$ cat src/rtl/alu_nibble_sequencer_pkg.sv
// Shared definitions for the nibble-serial ALU sequencer: slice op codes,
// controller state encoding and the slice width.
package alu_nibble_sequencer_pkg;

    localparam int NIBBLE_W = 4;

    typedef enum logic [2:0] {
        OP_AND = 3'b000,
        OP_OR  = 3'b001,
        OP_ADD = 3'b010,
        OP_SUB = 3'b110,
        OP_SLT = 3'b111
    } op_e;

    typedef enum logic [1:0] {
        ST_IDLE    = 2'd0,
        ST_RUN     = 2'd1,
        ST_SLT_FIX = 2'd2,
        ST_DONE    = 2'd3
    } state_e;

endpackage

$ cat src/rtl/alu_nibble_sequencer.sv
// Runs WIDTH-bit ALU ops one nibble per clock through an external 4-bit slice.
// Optional macro ALU_SEQ_LOGIC_BYPASS_EN: AND/OR are computed at accept, skipping the slice.
module alu_nibble_sequencer
    import alu_nibble_sequencer_pkg::*;
#(
    parameter int WIDTH = 16
) (
    input  logic             clk,
    input  logic             reset,
    input  logic             in_valid,
    output logic             in_ready,
    input  logic [2:0]       in_op,
    input  logic [WIDTH-1:0] in_a,
    input  logic [WIDTH-1:0] in_b,
    output logic             out_valid,
    input  logic             out_ready,
    output logic [WIDTH-1:0] out_result,
    output logic             out_cout,
    output logic             out_overflow,
    output logic             out_zero,
    output logic [3:0]       slice_a,
    output logic [3:0]       slice_b,
    output logic             slice_cin,
    output logic             slice_less,
    output logic [2:0]       slice_op,
    input  logic [3:0]       slice_result,
    input  logic             slice_cout,
    input  logic             slice_set,
    input  logic             slice_overflow
);

    localparam int N     = WIDTH / NIBBLE_W;
    localparam int NIB_W = (N > 1) ? $clog2(N) : 1;
    localparam logic [NIB_W-1:0] LAST_NIB = NIB_W'(N - 1);

    typedef logic [N-1:0][NIBBLE_W-1:0] nib_vec_t;

    state_e           state_q, state_d;
    logic [2:0]       op_q, op_d;
    nib_vec_t         a_q, a_d, b_q, b_d, res_q, res_d;
    logic [NIB_W-1:0] nib_q, nib_d;
    logic             carry_q, carry_d;
    logic             set_q, set_d;
    logic             cout_q, cout_d;
    logic             ovf_q, ovf_d;
    logic             zero_q, zero_d;

    // NOTE: every variable gets a default first so no path leaves one unassigned (no latches).
    always_comb begin
        state_d    = state_q;
        op_d       = op_q;
        a_d        = a_q;
        b_d        = b_q;
        res_d      = res_q;
        nib_d      = nib_q;
        carry_d    = carry_q;
        set_d      = set_q;
        cout_d     = cout_q;
        ovf_d      = ovf_q;
        zero_d     = zero_q;
        in_ready   = 1'b0;
        out_valid  = 1'b0;
        slice_a    = '0;
        slice_b    = '0;
        slice_cin  = 1'b0;
        slice_less = 1'b0;
        slice_op   = '0;

        case (state_q)
            ST_IDLE: begin
                in_ready = 1'b1;
                if (in_valid) begin
                    op_d    = in_op;
                    a_d     = in_a;
                    b_d     = in_b;
                    nib_d   = '0;
                    carry_d = in_op[2];
                    state_d = ST_RUN;
`ifdef ALU_SEQ_LOGIC_BYPASS_EN
                    if (in_op == OP_AND || in_op == OP_OR) begin
                        res_d   = (in_op == OP_AND) ? (in_a & in_b) : (in_a | in_b);
                        cout_d  = 1'b0;
                        ovf_d   = 1'b0;
                        zero_d  = ~|res_d;
                        state_d = ST_DONE;
                    end
`endif
                end
            end

            ST_RUN: begin
                slice_a       = a_q[nib_q];
                slice_b       = b_q[nib_q];
                slice_cin     = carry_q;
                slice_op      = op_q;
                res_d[nib_q]  = slice_result;
                carry_d       = slice_cout;
                nib_d         = nib_q + 1'b1;
                if (nib_q == LAST_NIB) begin
                    cout_d  = slice_cout;
                    ovf_d   = slice_overflow;
                    set_d   = slice_set;
                    zero_d  = ~|res_d;
                    state_d = (op_q == OP_SLT) ? ST_SLT_FIX : ST_DONE;
                end
            end

            // Second pass over nibble 0 feeds the MSB set flag back into the LSB less input.
            ST_SLT_FIX: begin
                slice_a    = a_q[0];
                slice_b    = b_q[0];
                slice_cin  = 1'b1;
                slice_less = set_q;
                slice_op   = op_q;
                res_d      = '0;
                res_d[0]   = slice_result;
                zero_d     = ~|res_d;
                state_d    = ST_DONE;
            end

            ST_DONE: begin
                out_valid = 1'b1;
                if (out_ready) begin
                    state_d = ST_IDLE;
                end
            end

            default: state_d = ST_IDLE;
        endcase
    end

    // NOTE: sequential state uses non-blocking assignments so all flops update together.
    always_ff @(posedge clk or posedge reset) begin
        if (reset) begin
            state_q <= ST_IDLE;
            op_q    <= '0;
            a_q     <= '0;
            b_q     <= '0;
            res_q   <= '0;
            nib_q   <= '0;
            carry_q <= 1'b0;
            set_q   <= 1'b0;
            cout_q  <= 1'b0;
            ovf_q   <= 1'b0;
            zero_q  <= 1'b0;
        end else begin
            state_q <= state_d;
            op_q    <= op_d;
            a_q     <= a_d;
            b_q     <= b_d;
            res_q   <= res_d;
            nib_q   <= nib_d;
            carry_q <= carry_d;
            set_q   <= set_d;
            cout_q  <= cout_d;
            ovf_q   <= ovf_d;
            zero_q  <= zero_d;
        end
    end

    assign out_result   = res_q;
    assign out_cout     = cout_q;
    assign out_overflow = ovf_q;
    assign out_zero     = zero_q;

endmodule

$ cat config.mk
export PLATFORM = sky130hd
export DESIGN_NAME = alu_nibble_sequencer
export DESIGN_NICKNAME = d
export VERILOG_FILES = /design/src/rtl/alu_nibble_sequencer_pkg.sv /design/src/rtl/alu_nibble_sequencer.sv
export SDC_FILE = /design/constraint.sdc
export NUM_CORES = 1
export LEC_CHECK = 0
export CORE_AREA = 5 5 79 81
export DETAILED_ROUTE_END_ITERATION = 12
export DIE_AREA = 0 0 84 86
export DONT_BUFFER_PORTS = 1
export GPL_ROUTABILITY_DRIVEN = 0
export PLACE_DENSITY = 0.83
export SLEW_MARGIN = 20
export SYNTH_ARGS = -nofsm -noshare
export SYNTH_HDL_FRONTEND = slang
export SYNTH_SLANG_ARGS = --single-unit
$ cat constraint.sdc
create_clock -name clk -period 1.9 [get_ports clk]
set_input_delay 0.19 -clock clk [delete_from_list [all_inputs] [get_ports clk]]
set_output_delay 0.19 -clock clk [all_outputs]
set_load 0.005 [all_outputs]
-- Yosys cells after proc, flatten, opt, wreduce, memory -nomap -nowiden
Cells that the tools add are included.
- bits in registers: 60
- add/sub/neg operators: 1
- $lt $le $gt $ge: 2
- equality and inequality tests: 8
- muxes and demuxes: 26
- reduce and logical (&&, ||, !) cells: 14
- operators with widths (operator ; number):
    $pmux W16 S2 ; 1
    $bmux W4 S2 ; 2
    $bwmux W16 ; 1
    $pmux W4 S2 ; 2
    $reduce_or A16 Y1 ; 1
    $mux W4 ; 3
    $demux W4 S2 ; 1
    $mux W2 ; 4
    $pmux W2 S4 ; 1
    $reduce_and A2 Y1 ; 4
    $eq A2 B2 Y1 const B ; 3
    $mux W1 ; 6
    $ne A2 B2 Y1 const B ; 3
    $pmux W1 S2 ; 3
    $pmux W2 S2 ; 1
    $reduce_bool A2 Y1 ; 2
    $reduce_or A4 Y1 ; 1
    $eq A3 B3 Y1 const B ; 1
    $lt A2 B3 Y1 const B ; 1
    $mux W3 ; 1
    $reduce_and A3 Y1 ; 1
    $add A2 B1 Y2 const B ; 1
    $eq A2 B1 Y1 const B ; 1
    $ge A2 B1 Y1 const B ; 1
    4 further kinds ; 5

-- Longest topological paths before layout
Gate-level depths: netlist (run 1).
- word-level depth: 9
- depth in mapped cells: 8
- depth with buffers taken out: 6

-- Worst setup path before layout (run 1)
Ideal clock, no wire load.
- path kind: register to register
- start point: register nib_q[0]
- end point: register zero_q (netlist: out_zero)
- data arrival time: 1.842 ns
- setup slack: -0.008 ns
- stages on the path, launching flop included: 9
- period minus slack after synthesis: 1.908 ns
- cells stage by stage: dfrtp_1 > buf_2 > inv_1 > ha_1 > clkbuf_1 > o21ai_0 > nand2_1 > a2111oi_2 > a221o_1
- cells in the longest elaborated chain, start to end: 9
- elaborated cells on any way between the ends: 13
- classes of those cells: order compare (2); eq/ne (2); mux (5); reduce/logical (4)
- ends and longest elaborated chain (item ; RTL line ; source):
    start: declaration ; alu_nibble_sequencer.sv:41 ; logic [NIB_W-1:0] nib_q, nib_d;
    start signal: assignment ; alu_nibble_sequencer.sv:152 ; nib_q <= nib_d;
    $lt A2 B3 Y1 (not written as such) or $ge A2 B1 Y1 (tied branches) ; alu_nibble_sequencer.sv:96 ; res_d[nib_q] = slice_result;
    $logic_and A1 B1 Y1 (not written as such) ; alu_nibble_sequencer.sv:96 ;
    $mux W4 (not written as such) ; alu_nibble_sequencer.sv:96 ;
    $demux W4 S2 ; alu_nibble_sequencer.sv:96 ;
    $bwmux W16 ; alu_nibble_sequencer.sv:96 ;
    $reduce_or A16 Y1 ; alu_nibble_sequencer.sv:103 ; zero_d = ~|res_d;
    $logic_not A1 Y1 ; alu_nibble_sequencer.sv:103 ;
    $mux W1 ; alu_nibble_sequencer.sv:99 ; if (nib_q == LAST_NIB) begin
    $pmux W1 S2 ; alu_nibble_sequencer.sv:69 ; case (state_q)
    end signal: assignment ; alu_nibble_sequencer.sv:157 ; zero_q <= zero_d;
    end: declaration ; alu_nibble_sequencer.sv:46 ; logic zero_q, zero_d;
Several ways; a longest one is shown, not always the timed one. The select of a mux whose other input is x is not followed.
A chain may end at the register's enable or synchronous reset.

-- Worst setup path after layout (run 1)
- start point: register nib_q[0]
- end point: output port slice_a[0]
- cells in the longest elaborated chain, start to end: 3
- ends and longest elaborated chain (item ; RTL line ; source):
    $bmux W4 S2 ; alu_nibble_sequencer.sv:92 ; slice_a = a_q[nib_q];
    $mux W4 (not written as such) ; alu_nibble_sequencer.sv:92 ;
    $pmux W4 S2 ; alu_nibble_sequencer.sv:69 ;
    end: declaration ; alu_nibble_sequencer.sv:21 ; output logic [3:0] slice_a,
Every way passes these cells. The select of a mux whose other input is x is not followed.

==> results of run 1 <==
power by group through the flow:
stage,clock network (mW),registers [mW],logic [mW]
6_report,1.08,2.45,3.65
2_1_floorplan,0,2.28,2.35
5_1_grt,1.17,2.53,3.96
3_3_place_gp,0,2.40,2.89
3_5_place_dp,0,2.45,2.98
4_1_cts,1.09,2.43,3.31
per-layer routing:
layer  global-route usage [%]  vias up
met5                        0        -
met4                     7.02        0
met3                     8.26       14
met2                     38.4       77
met1                     23.6     1123
li1                         -     1044
kinds of logic (layout without fill, tap and decap cells):
kind of cell	Yosys count	in the layout	share of synthesized area, %
XOR/XNOR	1	1	0.289
multiplexers	50	50	21.5
AO/OA/AOI/OAI	51	51	12.2
buffers and inverters	26	96	3.71
adder cells (fa/ha/maj)	9	9	3.71
flip-flops	60	60	49.5
AND/OR/NAND/NOR	51	51	9.11
path summary, 6_finish.rpt:
path	from	endpoint	slack, ps	cells after the start
setup / recovery	nib_q[0]	slice_a[0]	30	4
hold / removal	slice_result[3]	out_result[11]	20	1
setup reg to reg	nib_q[0]	out_zero	80	6
hold reg to reg	set_q	set_q	500	1
max in group asynchronous	reset	nib_q[0]	810	3
min in group asynchronous	reset	a_q[14]	410	2
layout by cell type (no fill, tap or decap), types with 5 or more instances in the layout:
master,n
a21oi_1,6
a22oi_1,5
buf_4,23
clkbuf_8,12
dfrtp_1,59
dlygate4sd3_1,42
ha_1,7
inv_1,9
mux2_2,41
mux4_2,8
nand2_1,8
nand3_1,7
nor2_1,11
o21ai_0,10
o2bb2ai_1,5
worst reg2reg max path, stage by stage (launching register included):
cell	delay, ps
dfrtp_2	450
buf_4	160
ha_2	240
nor4_4	260
nand3_1	170
a2111oi_4	320
a221o_1	180
metrics by stage:
step | hold WS (ps) | setup slack, ps | util (%) | cell area, µm² | total power, mW
floorplan | 323 | 68.4 | - | 3040 | 4.63
global route | 20.3 | -22.6 | 73.4 | 3970 | 7.66
CTS | 0.512 | 21.4 | 70.5 | 3810 | 6.83
global placement | 182 | 165 | 58.5 | 3160 | 5.28
detailed placement | 194 | 83.0 | 58.5 | 3160 | 5.44
finish | 23.2 | 28.2 | 73.4 | 3970 | 7.18
state kept, by name, summed over array words and instances, names as in the netlist:
| register | cells |
|---|---|
| op_q | 3 |
| state_q | 2 |
| out_zero | 1 |
| carry_q | 1 |
| out_cout | 1 |
| out_result | 16 |
| nib_q | 2 |
| out_overflow | 1 |
| b_q | 16 |
| a_q | 16 |
| set_q | 1 |
layout make-up:
type	count	share of cell area, %
Inverter	11	1.13
Tap cell	72	2.27
Clock inverter	4	0.567
Sequential cell	60	37.9
Timing Repair Buffer	69	16.7
Clock buffer	12	4.16
Multi-Input combinational cell	162	37.3
repair_timing:
action                                  CTS  global route
endpoints found under the setup margin    9            10
gates cloned                              0             1
hold endpoints to repair                 70             3
gates resized for setup                   7            10
pin swaps                                 0             5
buffers inserted                          5             8
hold buffers                             39             3
==> impl_metrics.tcl, run 1 <==
set metrics [dict create \
    synth_seq_cells 60 \
    synth_fp_nets 303 \
    synthCells 248 \
    synth-async-reset-ratio_pct 100 \
    root_buffer "clkbuf_8" \
    period_minus_slack_ps 1870 \
    dr.first_iter.drc_count 87 \
    cp_data_arrival_time_ps 1680 \
    first_pass_iters 4 \
    io_pins 80 \
    rsz0062_at_grt "true" \
    num-fill-cells 344 \
    p_comb_share_pct 50.8 \
    synth_edf_count 0 \
    routed-wl-met3_um 618 \
    vdd_ir_drop_max_mv 1.03 \
    worstPathRequired_ps 1710 \
    grt_pass1_vias 2390 \
    worstSetupEndpointType "output port" \
    finalHoldViolations 0 \
    synth.top_cell.area_share_pct 49.5 \
    place_inst 318 \
    drive_gt1_share_pct 34.3 \
    period_share_pct 98.5 \
    worstPathMaxFanout 5 \
    wl_met2_um 4110 \
    grt_first_pass_wirelength_um 12000 \
    initial_core_util_pct 56.2 \
    worstMarginPinSlew_ps 634 \
    power_switching_mw 2.74 \
    worstSetupPathType "reg2out" \
    path_cells "buf_8 > mux4_2 > a22oi_1 > nor2_1" \
    grtUsageTotal_pct 21.5 \
    start_kind "flip-flop" \
    p_int_mw 4.43 \
    setup-tns-final_ps 0 \
    diodes 0 \
    syn_avg_cell_area_um2 12.2 \
    yosys_warnings 0 \
    stdcell_count 390 \
    slew_headroom_pct 57.7 \
    wl_per_cell_um 20.1 \
    netlist_top_cells_count "dfrtp_1 (60), mux2_2 (41), nor2_1 (15), inv_1 (11), o21ai_0 (10)" \
    cp_num_buf_inv 1 \
    holdCritPathClass "in2reg" \
    synthTopCellsByArea "dfrtp_1 (49%), mux2_2 (15%), mux4_2 (5.9%)" \
    final-seq-area_um2 1500 \
    power_leakage_nw 1.67 \
    powerDensity_nw_per_um2 1810 \
    synth.cell_area_um2 3040 \
    swShare_pct 38.2 \
    path_clk_slew_ps 70 \
    rows 27 \
    fin_skew_ps 6.88 \
    cts_buffers 9 \
    critical_path.slowest_cell "mux4_2" \
    pwr-share-seq_pct 34.1 \
    fp.coreArea_um2 5410 \
    routed.top_layer "met4" \
    dp_hpwl_um 4960 \
    post-route-drc-count 0 \
    seq_area_frac_synth_pct 49.5 \
    yosys.area.top_type "dfrtp_1" \
    status "complete, no violations" \
    portBuffers 0 \
    synth.distinct_cells 37 \
    met1Wirelength_um 2990 \
    cts.sinks 60 \
    fp.dieW_um 84 \
    nNetsFinal 368 \
    clock_path_buffers 2 \
    die-area_um2 7220 \
    h-tree-depth 3 \
    postRouteAntennaNets 0 \
    maxCapViolations 0 \
    multi_input_area_um2 1480 \
    drt_wl_total_um 7820 \
    fmax_ghz 0.534 \
    tritoncts "built" \
    grt_overflow 0 \
    die-height_um 86 \
    viasPerCell 5.79 \
    p_clk_share_pct 15.1 \
    vias 2258 \
    synth.most_common_cell "dfrtp_1" \
    crit_family "multiplexers" \
    antenna_found_initial 0 \
    cpPeakStageDelay_ps 500 \
    final-setup-viol-count 0 \
    ys.flop_type "dfrtp_1" \
    grt_max_degree 37 \
    area_growth_syn_to_layout_pct 30.8 \
    clock_latency_ps 350 \
    slew_viol_final 0 \
]
Note: power is estimated with default switching activity, not from simulation.
==> run 2, diff against run 1 <==
--- a/config.mk
+++ b/config.mk
@@ -10,7 +10,8 @@
 export DIE_AREA = 0 0 84 86
 export DONT_BUFFER_PORTS = 1
 export GPL_ROUTABILITY_DRIVEN = 0
-export PLACE_DENSITY = 0.83
+export GPL_TIMING_DRIVEN = 0
+export PLACE_DENSITY = 0.74
 export SLEW_MARGIN = 20
 export SYNTH_ARGS = -nofsm -noshare
 export SYNTH_HDL_FRONTEND = slang
==> run 2 against run 1 <==
Non-clock buffer count increased by 1. Worst hold slack got worse by 0.99 ps. Worst setup slack got worse by 37 ps. Combinational power increased by 12%. Flip-flop and latch count unchanged. Highest routed layer unchanged. Sequential power about the same. The run now ends with setup timing left.
==> impl_metrics.tcl, run 2 (synthesized netlist as in run 1, its figures left out) <==
set metrics [dict create \
    grtUsageTotal_pct 23.2 \
    antenna_found_initial 0 \
    p_comb_share_pct 52.6 \
    cts_buffers 9 \
    cpPeakStageDelay_ps 510 \
    clock_path_buffers 2 \
    rows 27 \
    rsz0062_at_grt "true" \
    die-area_um2 7220 \
    worstMarginPinSlew_ps 376 \
    die-height_um 86 \
    finalHoldViolations 0 \
    period_share_pct 100 \
    final-setup-viol-count 1 \
    period_minus_slack_ps 1910 \
    cp_num_buf_inv 1 \
    power_switching_mw 3.02 \
    drive_gt1_share_pct 39.5 \
    slew_headroom_pct 74.7 \
    post-route-drc-count 0 \
    path_clk_slew_ps 70 \
    power_mw 7.75 \
    initial_core_util_pct 56.2 \
    status "finished with violations" \
    layout_setup_ws_ps -9.02 \
    maxCapViolations 0 \
    nNetsFinal 369 \
    vdd_ir_drop_max_mv 1.04 \
    critical_path.slowest_cell "mux4_2" \
    diodes 0 \
    h-tree-depth 3 \
    worstSetupEndpointType "output port" \
    cp_data_arrival_time_ps 1720 \
    worstPathRequired_ps 1710 \
    finish.utilization_pct 76.2 \
    grt_first_pass_wirelength_um 12900 \
    grt_max_degree 46 \
    holdCritPathClass "in2reg" \
    p_clk_share_pct 15.7 \
    final_cell_mix "dfrtp_1 (59), dlygate4sd3_1 (42), mux2_2 (41)" \
    io_pins 80 \
    vias 2348 \
    drt_wl_total_um 8210 \
    grt_pass1_vias 2473 \
    clock_latency_ps 340 \
    p_int_mw 4.73 \
    layout.cells.most_common "dfrtp_1" \
    pwr-share-seq_pct 31.7 \
    tritoncts "built" \
    fmax_ghz 0.524 \
    worstPathMaxFanout 5 \
    viasPerCell 6.01 \
    powerDensity_nw_per_um2 1880 \
    area_growth_syn_to_layout_pct 35.7 \
    portBuffers 0 \
    wl_per_cell_um 21.0 \
    swShare_pct 39.0 \
    worstSetupPathType "reg2out" \
    root_buffer "clkbuf_8" \
    cts.sinks 60 \
    postRouteAntennaNets 0 \
    dp_hpwl_um 5070 \
    first_pass_iters 4 \
    fp.dieW_um 84 \
    power_leakage_nw 1.70 \
    slew_viol_final 0 \
    violations "setup timing" \
    fin_skew_ps 5.60 \
    dr.first_iter.drc_count 82 \
    fp.coreArea_um2 5410 \
    setup-tns-final_ps -9.02 \
    path_cells "buf_12 > mux4_2 > a22oi_2 > nor2_4" \
    start_kind "flip-flop" \
    crit_family "multiplexers" \
    grt_overflow 0 \
]
-- run 2: cell count changes in the layout (fill, tap and decap cells not counted), sizes merged --
cell / delta
buf: -3
clkbuf: +3
bufinv: +1
-- run 2: cell type report --
cell class	count	area (µm²)
Timing Repair Buffer	57	588
Inverter	11	47.5
Multi-Input combinational cell	162	1550
Clock buffer	11	151
Sequential cell	60	1500
Fill cell	338	1290
Tap cell	72	90.1
Clock inverter	5	60.1
Buffer	13	126
-- run 2: metal layers --
layer	wire (µm)	GRT usage [%]	up-vias
li1	-	-	1042
met1	3020	25.6	1185
met2	4310	40.5	101
met3	712	9.80	20
met4	168	8.04	0
met5	0	0	-
-- run 2: worst paths after layout --
| check | startpoint | end | slack [ps] | depth (start not counted) |
|---|---|---|---|---|
| setup / recovery | nib_q[0] | slice_a[3] | -9 | 4 |
| hold / removal | slice_result[3] | out_result[7] | 20 | 1 |
| setup reg to reg | nib_q[0] | out_zero | 60 | 7 |
| hold reg to reg | set_q | set_q | 500 | 1 |
| max in group asynchronous | reset | nib_q[0] | 1140 | 3 |
| min in group asynchronous | reset | set_q | 270 | 2 |
-- run 2: power groups by stage --
stage	clock network (mW)	registers (mW)	logic (mW)
global route	1.28	2.55	4.44
detailed placement	0	2.46	2.92
CTS	1.23	2.41	3.42
floorplan	0	2.28	2.35
finish	1.21	2.46	4.08
global placement	0	2.41	2.81
-- run 2: per-stage QoR --
stage	cell area [µm²]	std cells	hold slack, ps	setup WS (ps)
after floorplan	3040	248	323	68.4
after global placement	3130	320	331	-457
after detailed placement	3160	321	11.4	-230
after CTS	3930	387	17.8	-57.3
after global routing	4120	391	5.38	-70.9
final	4120	391	22.2	-9.02
-- run 2: repair_timing --
item                       CTS  global route
setup endpoints to repair   50            44
cloned                       0             2
pin swaps                    0            12
setup buffers                9             3
hold endpoints to repair   105             0
resized for setup           30            38
hold buffers                42             0
-- run 2: worst register-to-register path, stage by stage, from the launching register on --
cell and delay (ps):
dfrtp_2 460, buf_4 160, ha_2 210, buf_4 180, o21ai_0 160, nand2_1 80
a2111oi_2 340, a221o_1 190
